--- src/rtl/parallel_to_serial_wrapper_if.sv ---
// Parallel-side control and serial-side outputs of the parallel-to-serial transmitter.
interface parallel_to_serial_wrapper_if #(
  parameter int WIDTH = 64
);
  logic             Enable;
  logic [WIDTH-1:0] framesize;
  logic             load_send;
  logic [WIDTH-1:0] parallel;
  logic             serial;
  logic             complete;

  modport master (
    output Enable,
    output framesize,
    output load_send,
    output parallel,
    input  serial,
    input  complete
  );

  modport slave (
    input  Enable,
    input  framesize,
    input  load_send,
    input  parallel,
    output serial,
    output complete
  );
endinterface

--- src/rtl/parallel_to_serial_wrapper.sv ---
// Captures a parallel word on load_send and shifts out min(framesize, WIDTH) bits MSB-first,
// then holds complete until load_send is released.
//
// state | meaning
// IDLE  | outputs low, waiting for load_send
// SEND  | shifting the captured frame out, one bit per enabled edge
// DONE  | frame finished, complete high until load_send drops
module parallel_to_serial_wrapper #(
  parameter int WIDTH = 64
) (
  input logic                      Clock,
  input logic                      Reset,
  parallel_to_serial_wrapper_if.slave bus
);

  localparam int CW = $clog2(WIDTH) + 1;

  typedef enum logic [1:0] {
    IDLE = 2'd0,
    SEND = 2'd1,
    DONE = 2'd2
  } state_t;

  state_t           state_q, state_d;
  logic [WIDTH-1:0] shreg_q, shreg_d;
  logic [CW-1:0]    cnt_q, cnt_d;
  logic [CW-1:0]    len_q, len_d;
  logic [CW-1:0]    len_cap;
  logic [CW-1:0]    shamt;

  // Oversized frame requests are clamped so the counter never needs to exceed WIDTH.
  always_comb begin
    if (bus.framesize > WIDTH'(WIDTH)) begin
      len_cap = CW'(WIDTH);
    end else begin
      len_cap = bus.framesize[CW-1:0];
    end
    shamt = CW'(WIDTH) - len_cap;
  end

  always_ff @(posedge Clock or negedge Reset) begin
    if (!Reset) begin
      state_q <= IDLE;
      shreg_q <= '0;
      cnt_q   <= '0;
      len_q   <= '0;
    end else begin
      state_q <= state_d;
      shreg_q <= shreg_d;
      cnt_q   <= cnt_d;
      len_q   <= len_d;
    end
  end

  always_comb begin
    state_d = state_q;
    shreg_d = shreg_q;
    cnt_d   = cnt_q;
    len_d   = len_q;
    if (bus.Enable) begin
      case (state_q)
        IDLE: begin
          if (bus.load_send) begin
            // A zero-length frame shifts by WIDTH, leaving the register cleared.
            shreg_d = bus.parallel << shamt;
            cnt_d   = '0;
            len_d   = len_cap;
            state_d = (len_cap == '0) ? DONE : SEND;
          end
        end
        SEND: begin
          shreg_d = {shreg_q[WIDTH-2:0], 1'b0};
          cnt_d   = cnt_q + CW'(1);
          if (cnt_q == len_q - CW'(1)) begin
            state_d = DONE;
          end
        end
        DONE: begin
          if (!bus.load_send) begin
            state_d = IDLE;
          end
        end
        default: state_d = IDLE;
      endcase
    end
  end

  assign bus.serial   = (state_q == SEND) && shreg_q[WIDTH-1];
  assign bus.complete = (state_q == DONE);

endmodule

--- src/flat_wrapper.sv ---
// flat-port wrapper written by rule: the top's interface ports become plain ports
module parallel_to_serial_wrapper_flat 
#(
  parameter int WIDTH = 64
)
  (Clock, Reset, bus_Enable, bus_framesize, bus_load_send, bus_parallel, bus_serial, bus_complete);
  parallel_to_serial_wrapper_if #(.WIDTH(WIDTH)) bus_i ();
  input logic Clock;
  input logic Reset;
  input wire logic [$bits(bus_i.Enable)-1:0] bus_Enable;
  input wire logic [$bits(bus_i.framesize)-1:0] bus_framesize;
  input wire logic [$bits(bus_i.load_send)-1:0] bus_load_send;
  input wire logic [$bits(bus_i.parallel)-1:0] bus_parallel;
  output wire logic [$bits(bus_i.serial)-1:0] bus_serial;
  output wire logic [$bits(bus_i.complete)-1:0] bus_complete;
  assign bus_i.Enable = bus_Enable;
  assign bus_i.framesize = bus_framesize;
  assign bus_i.load_send = bus_load_send;
  assign bus_i.parallel = bus_parallel;
  assign bus_serial = bus_i.serial;
  assign bus_complete = bus_i.complete;
  parallel_to_serial_wrapper #(.WIDTH(WIDTH)) u_core (.Clock(Clock), .Reset(Reset), .bus(bus_i));
endmodule
--- config.mk ---
export PLATFORM = sky130hd
export DESIGN_NAME = parallel_to_serial_wrapper_flat
export DESIGN_NICKNAME = d
export VERILOG_FILES = /design/src/rtl/parallel_to_serial_wrapper_if.sv /design/src/rtl/parallel_to_serial_wrapper.sv /design/src/flat_wrapper.sv
export SDC_FILE = /design/constraint.sdc
export NUM_CORES = 1
export LEC_CHECK = 0
export BUFFER_PORTS_ARGS = -buffer_cell sky130_fd_sc_hd__clkbuf_2
export CORE_MARGIN = 3
export CORE_UTILIZATION = 30
export DETAILED_ROUTE_END_ITERATION = 16
export PLACE_DENSITY = 0.48
export SYNTH_ARGS = -nofsm -noshare
export SYNTH_HDL_FRONTEND = slang
export SYNTH_SLANG_ARGS = --single-unit
--- constraint.sdc ---
create_clock -name Clock -period 2.3 [get_ports Clock]
set_input_delay 0.115 -clock Clock [delete_from_list [all_inputs] [get_ports Clock]]
set_output_delay 0.115 -clock Clock [all_outputs]
set_load 0.005 [all_outputs]
==> results of run 1 <==
## what timing repair did
item                       CTS  global route
pin swaps                   10            44
setup endpoints to repair   64            65
hold endpoints to repair    39             0
gates resized for setup     84           128
cloned                       1             1
buffers inserted            23            21
hold buffers                 1             0
## kinds of logic after synthesis
kind of cell	after synthesis	share of synthesized area
compound gates	221	0.188
flops	80	0.251
mux	156	0.297
buf+inv	80	0.0473
xor+xnor	15	0.0165
simple gates	336	0.196
fa+ha+maj	3	0.00470
## state kept, by name (all words and copies together), names as in the netlist
signal          count
u_core.cnt_q        7
u_core.shreg_q     64
u_core.len_q        7
u_core.state_q      2
## synthesized netlist by cell type, drive strengths merged, types with 2 or more instances
master and n:
nand2 112, nor2 102, dfrtp 80, mux2i 77
mux4 61, a21oi 57, o21ai 43, clkbuf 42
buf 32, nand3 31, a221oi 27, and3 20
nor3 19, mux2 18, nor4 17, a31oi 16
a32oi 10, xor2 10, a22oi 9, nand4 9
o22ai 9, inv 6, nor2b 6, o221ai 6
a211oi 5, xnor2 5, a221o 4, and2 4
nand2b 4, o2111ai 4, o22a 4, o2bb2ai 4
a311oi 3, ha 3, or3 3, a22o 2
a32o 2, o21a 2, o221a 2, o31ai 2
## where the power goes
part           switching [W]  internal [W]  total [W]
clock               0.000586       0.00111    0.00169
sequential          0.000457       0.00202    0.00247
combinational        0.00203       0.00178    0.00382
## stage by stage
| step | setup slack (ns) | hold WS, ns | instances | util | setup TNS [ns] |
|---|---|---|---|---|---|
| global placement | -1.48 | 0.165 | 1510 | 0.419 | -83.15 |
| CTS | -1.04 | 0.126 | 1549 | 0.455 | -55.66 |
| detailed placement | -1.49 | 0.158 | 1510 | 0.419 | -84.16 |
| floorplan | -1.37 | -0.181 | 891 | - | -72.13 |
| global route | -1.14 | 0.172 | 1563 | 0.482 | -62.97 |
| finish | -1.08 | 0.150 | 1563 | 0.482 | -58.05 |
## tightest hold or removal path, cell delays in order
cell and delay [ns]:
clkbuf_2 0.09, buf_4 0.13, nand3_1 0.06, nand2_1 0.06
## worst paths after layout
check                                      to  slack, ns  cells past startpoint
setup / recovery           u_core.shreg_q[43]      -1.08                     13
hold / removal                u_core.len_q[5]       0.15                      4
setup reg to reg           u_core.shreg_q[42]       0.11                     10
hold reg to reg               u_core.len_q[5]       0.49                      2
max in group asynchronous   u_core.shreg_q[8]       1.37                      3
min in group asynchronous   u_core.shreg_q[7]       0.33                      2
## area by class of cell
type                       count  share of cell area
clock buffer                  11              0.0201
clock inverter                 3             0.00716
inverter                       6             0.00219
multi-input combinational    731               0.532
sequential                    80               0.159
tap                          335              0.0333
timing repair buffer         397               0.246
## metal layers
metal	wire length [um]	vias up
met5	0	-
met1	14900	4386
li1	-	4125
met3	1910	71
met4	1180	0
met2	15900	359
==> out/results.ini, run 1 <==
[run_status]
status = finished, violations left
violations = setup timing

[yosys]
syn_area_mm2 = 0.00798
synth_area_leaders = dfrtp_1 (25%), mux4_2 (17%), mux2i_1 (9.3%)
synth_top_area_frac = 0.251
ys.flop_type = dfrtp_1
synth_edf_count = 0
ys_seq_elements = 80
ys_seq_area_frac = 0.251
yosysUniqueCellTypes = 74
async_reset_ff_frac = 1.00
yosysWarnings = 0
syn_nets = 1026
yosysTopAreaCell = dfrtp_1
syn_inst = 891
postSynthAreaPerCell_um2 = 8.96

[floorplanning]
die_height_um = 169
coreArea_mm2 = 0.0261
die_w_um = 169
rows = 59
die_area_mm2 = 0.0286
start_util = 0.305
io-pin-count = 134

[clocking]
clk_pin_slew_ns = 0.06
h-tree-depth = 3
cts_buffer_depth = 2
clk_latency_ns = 0.34
cts_tree = done
cts_sinks = 80
cts_buffers = 9
cts_root_buf = clkbuf_16

[worst_hold_path]
min-delay-start = bus_framesize[5]
min_path_type = in -> reg

[grt]
gr-usage-met2 = 0.374
top_usage_layer = met2
grt_max_degree = 75
grt_pass1_wl_mm = 51.9
grt_pass1_vias = 8827
grtUsageMet1 = 0.325
antenna_found_initial = 0
gr-usage-met3 = 0.0262
track_usage = 0.232
grt-ovfl-total = 0

[timing]
timing.final.ws_setup_ns = -1.08
clock_skew_ns = 0.00763
rsz0062_at_grt = true
tightest_slew_ns = 0.593
relSlewSlack = 0.604
slew_viol_final = 0
period_minus_slack_ns = 3.38
fmax_mhz = 296
finalCritPeriodShare = 1.47
hold_viol_final = 0
finalSetupViolCount = 64

[routing]
wire_per_inst_um = 21.7
first_pass_iters = 5
drtIter0Drc = 532
vias = 8941
drt.antenna.violating_nets = 0
via_per_inst = 5.72
wirelength_mm = 33.9
drc_errors = 0

[run]
drv_cap = 0

[setup_path]
cp-startpoint = bus_framesize[2]
cp_slowest_cell = mux4_2
worstPathRequired_ns = 2.53
crit_chain = buf_6, or3_4, or4_4, a211oi_4, and2_4, nand2_4, ha_4, buf_12, mux4_2, mux2_4, a22o_1, a221o_1, o22a_1
slowest_delay_ns = 0.56
cp-end-kind = flip-flop
r2r_start = u_core.state_q[1]
cp_top_family = simple AND/OR/NAND/NOR gates
criticalPathCategory = in -> reg
cp_max_fo = 7
critPathArrivalTime_ns = 3.61
critPathLaunchType = input pin
critPathBufInv = 2

[finish]
design_area_mm2 = 0.0126
areaGrowthSynthToFinish_pct = 57.7
final_common_cell = buf_4
nets = 1360
antenna_cells = 0
most-common-layout-cells = buf_4 (202), clkbuf_2 (131), nand2_1 (97), nor2_1 (92), dfrtp_1 (79)
layout-drive-gt1-share = 0.532
n_fill_cell = 2508
multi_input_area_mm2 = 0.00670
regArea_mm2 = 0.00200

[placement]
port_buffers = 133
dp_hpwl_mm = 26.2
dpl_cell_area_mm2 = 0.0109
place.gp.congestion = 0.983

[pwr]
ir_drop_v = 0.000498
p_per_area_mw_per_mm2 = 634
p_leak_nw = 5.40
finalPower_w = 0.00799

Power figures use the tool's default switching activity.
==> inputs of run 2 (changes only) <==
--- a/config.mk
+++ b/config.mk
@@ -6,7 +6,7 @@
 export NUM_CORES = 1
 export LEC_CHECK = 0
 export BUFFER_PORTS_ARGS = -buffer_cell sky130_fd_sc_hd__clkbuf_2
-export CORE_MARGIN = 3
+export CORE_MARGIN = 2
 export CORE_UTILIZATION = 30
 export DETAILED_ROUTE_END_ITERATION = 16
 export PLACE_DENSITY = 0.48
==> constraint.sdc (replaced) <==
create_clock -name Clock -period 4 [get_ports Clock]
set_input_delay 0.2 -clock Clock [delete_from_list [all_inputs] [get_ports Clock]]
set_output_delay 0.2 -clock Clock [all_outputs]
set_load 0.005 [all_outputs]
==> run 2 against run 1 <==
The flow now finishes without violations. Critical path depth up 3. Hold slack worse by 0.018 ns. Highest routed layer unchanged. Sequential share of layout area up 4.4 points. Largest power group unchanged. Core utilization down 10 points. Critical path type unchanged. Sequential cell count unchanged. Cell count down 11%. Register-to-register slack better by 1.3 ns.
==> out/results.ini, run 2 (same netlist as run 1, synthesis figures left out) <==
[run_status]
status = complete, no violations

[floorplanning]
die_height_um = 167
die_w_um = 167
start_util = 0.306
die_area_mm2 = 0.0279
coreArea_mm2 = 0.0261
io-pin-count = 134
rows = 59

[grt]
gr-usage-met3 = 0.0333
track_usage = 0.223
antenna_found_initial = 0
grt-ovfl-total = 0
grt_max_degree = 67
grt_pass1_vias = 8002
top_usage_layer = met2
gr-usage-met2 = 0.337
grtUsageMet1 = 0.321
grt_pass1_wl_mm = 48.5

[routing]
first_pass_iters = 6
via_per_inst = 5.97
drt.antenna.violating_nets = 0
vias = 8308
wirelength_mm = 31.4
wire_per_inst_um = 22.6
drc_errors = 0
drtIter0Drc = 784

[timing]
finalCritPeriodShare = 0.924
slew_viol_final = 0
clock_skew_ns = 0.0101
period_minus_slack_ns = 3.70
rsz0062_at_grt = false
hold_viol_final = 0
relSlewSlack = 0.419
finalSetupViolCount = 0
tightest_slew_ns = 0.871
fmax_mhz = 271

[setup_path]
critPathArrivalTime_ns = 3.93
slowest_delay_ns = 0.54
cp-end-kind = flip-flop
worst-path-stages = 16
crit_chain = clkbuf_2, or3_4, or4_4, a211oi_4, and2_1, nand2_1, ha_4, buf_4, mux4_2, mux2_2, mux2i_1, buf_4, nor2_1, o21ai_0, buf_4, a21oi_1
worstReg2RegEnd = u_core.shreg_q[54]
cp_top_family = simple AND/OR/NAND/NOR gates
cpMostUsedCell = buf_4
rrSetupSlack_ns = 1.42
endpoint = u_core.shreg_q[45]
cp_max_fo = 11
worstPathRequired_ns = 4.23
critPathBufInv = 4
criticalPathCategory = in -> reg
rr_worst_depth = 10
r2r_start = u_core.state_q[1]
cp-startpoint = bus_framesize[2]
cp_slowest_cell = mux4_2
critPathLaunchType = input pin

[worst_hold_path]
min_path_type = in -> reg

[clocking]
cts_resized = 0
cts_buffers = 9
clk_pin_slew_ns = 0.07
h-tree-depth = 3
clk_latency_ns = 0.35
cts_tree = done
cts_root_buf = clkbuf_16
cts_buffer_depth = 2
cts_sinks = 80

[finish]
final_common_cell = clkbuf_2
multi_input_area_mm2 = 0.00566
regArea_mm2 = 0.00200
areaGrowthSynthToFinish_pct = 23.3
nets = 1186
n_fill_cell = 2689
top_regs = u_core.shreg_q: 64 flops, u_core.cnt_q: 7 flops, u_core.len_q: 7 flops
antenna_cells = 0
layout-drive-gt1-share = 0.321
finish.utilization = 0.378
largest_register_ffs = 64
design_area_mm2 = 0.00984
regMostFlops = u_core.shreg_q
most-common-layout-cells = clkbuf_2 (132), nand2_1 (112), nor2_1 (100), buf_4 (85), dfrtp_1 (79)

[placement]
dp_hpwl_mm = 24.2
dpl_cell_area_mm2 = 0.00950
port_buffers = 133
place.gp.congestion = 0.980

[pwr]
ir_drop_v = 0.000275
p_leak_nw = 4.25
p_per_area_mw_per_mm2 = 404

[run]
drv_cap = 0

## run 2: power by group
group | total [W] | switching [W] | internal, W
logic | 0.00163 | 0.000963 | 0.000668
clock network | 0.000938 | 0.000371 | 0.000568
registers | 0.00141 | 0.000247 | 0.00116
total | 0.00397 | 0.00158 | 0.00239
## run 2: worst min path at each step
stage | startpoint | end | slack [ns] | cells after the start
2_1_floorplan | Reset | u_core.cnt_q[0] | -0.1 | 0
3_3_place_gp | Reset | u_core.cnt_q[6] | 0.37 | 1
3_5_place_dp | Reset | u_core.cnt_q[6] | 0.36 | 1
4_1_cts | bus_framesize[5] | u_core.len_q[5] | 0.12 | 3
5_1_grt | bus_framesize[5] | u_core.len_q[5] | 0.15 | 3
6_report | bus_framesize[5] | u_core.len_q[5] | 0.13 | 3
## run 2: final cells by class
cell class                      count  area share
Multi-Input combinational cell    731       0.575
Sequential cell                    80       0.204
Clock buffer                       10      0.0243
Clock inverter                      6     0.00928
Timing Repair Buffer              223       0.143
Inverter                            6     0.00254
Tap cell                          335      0.0426
## run 2: what timing repair did
action,in CTS,in global routing
buffers inserted,0,0
setup endpoints to repair,0,0
endpoints found under the hold margin,30,0
hold buffers,1,0
## run 2: through the flow
step                      cells  setup slack (ns)  power (W)  TNS (ns)  hold WS, ns
final                      1391             0.303    0.00398         0        0.132
after detailed placement   1374           -0.0134    0.00303   -0.0134        0.361
after global placement     1374          -0.00882    0.00301  -0.00882        0.369
after floorplan             891           0.00414    0.00238         0      -0.0956
after CTS                  1391             0.340    0.00398         0        0.120
after global routing       1391             0.144    0.00424         0        0.154
## run 2: layer usage
metal  vias up  routed length, um
met5         -                  0
met2       374              13900
met3        60               1970
li1       3771                  -
met1      4103              14300
met4         0               1170
## run 2: tightest hold or removal path, cell delays in order
cell      delay [ns]
clkbuf_2        0.13
nand3_1         0.07
nand2_1         0.05
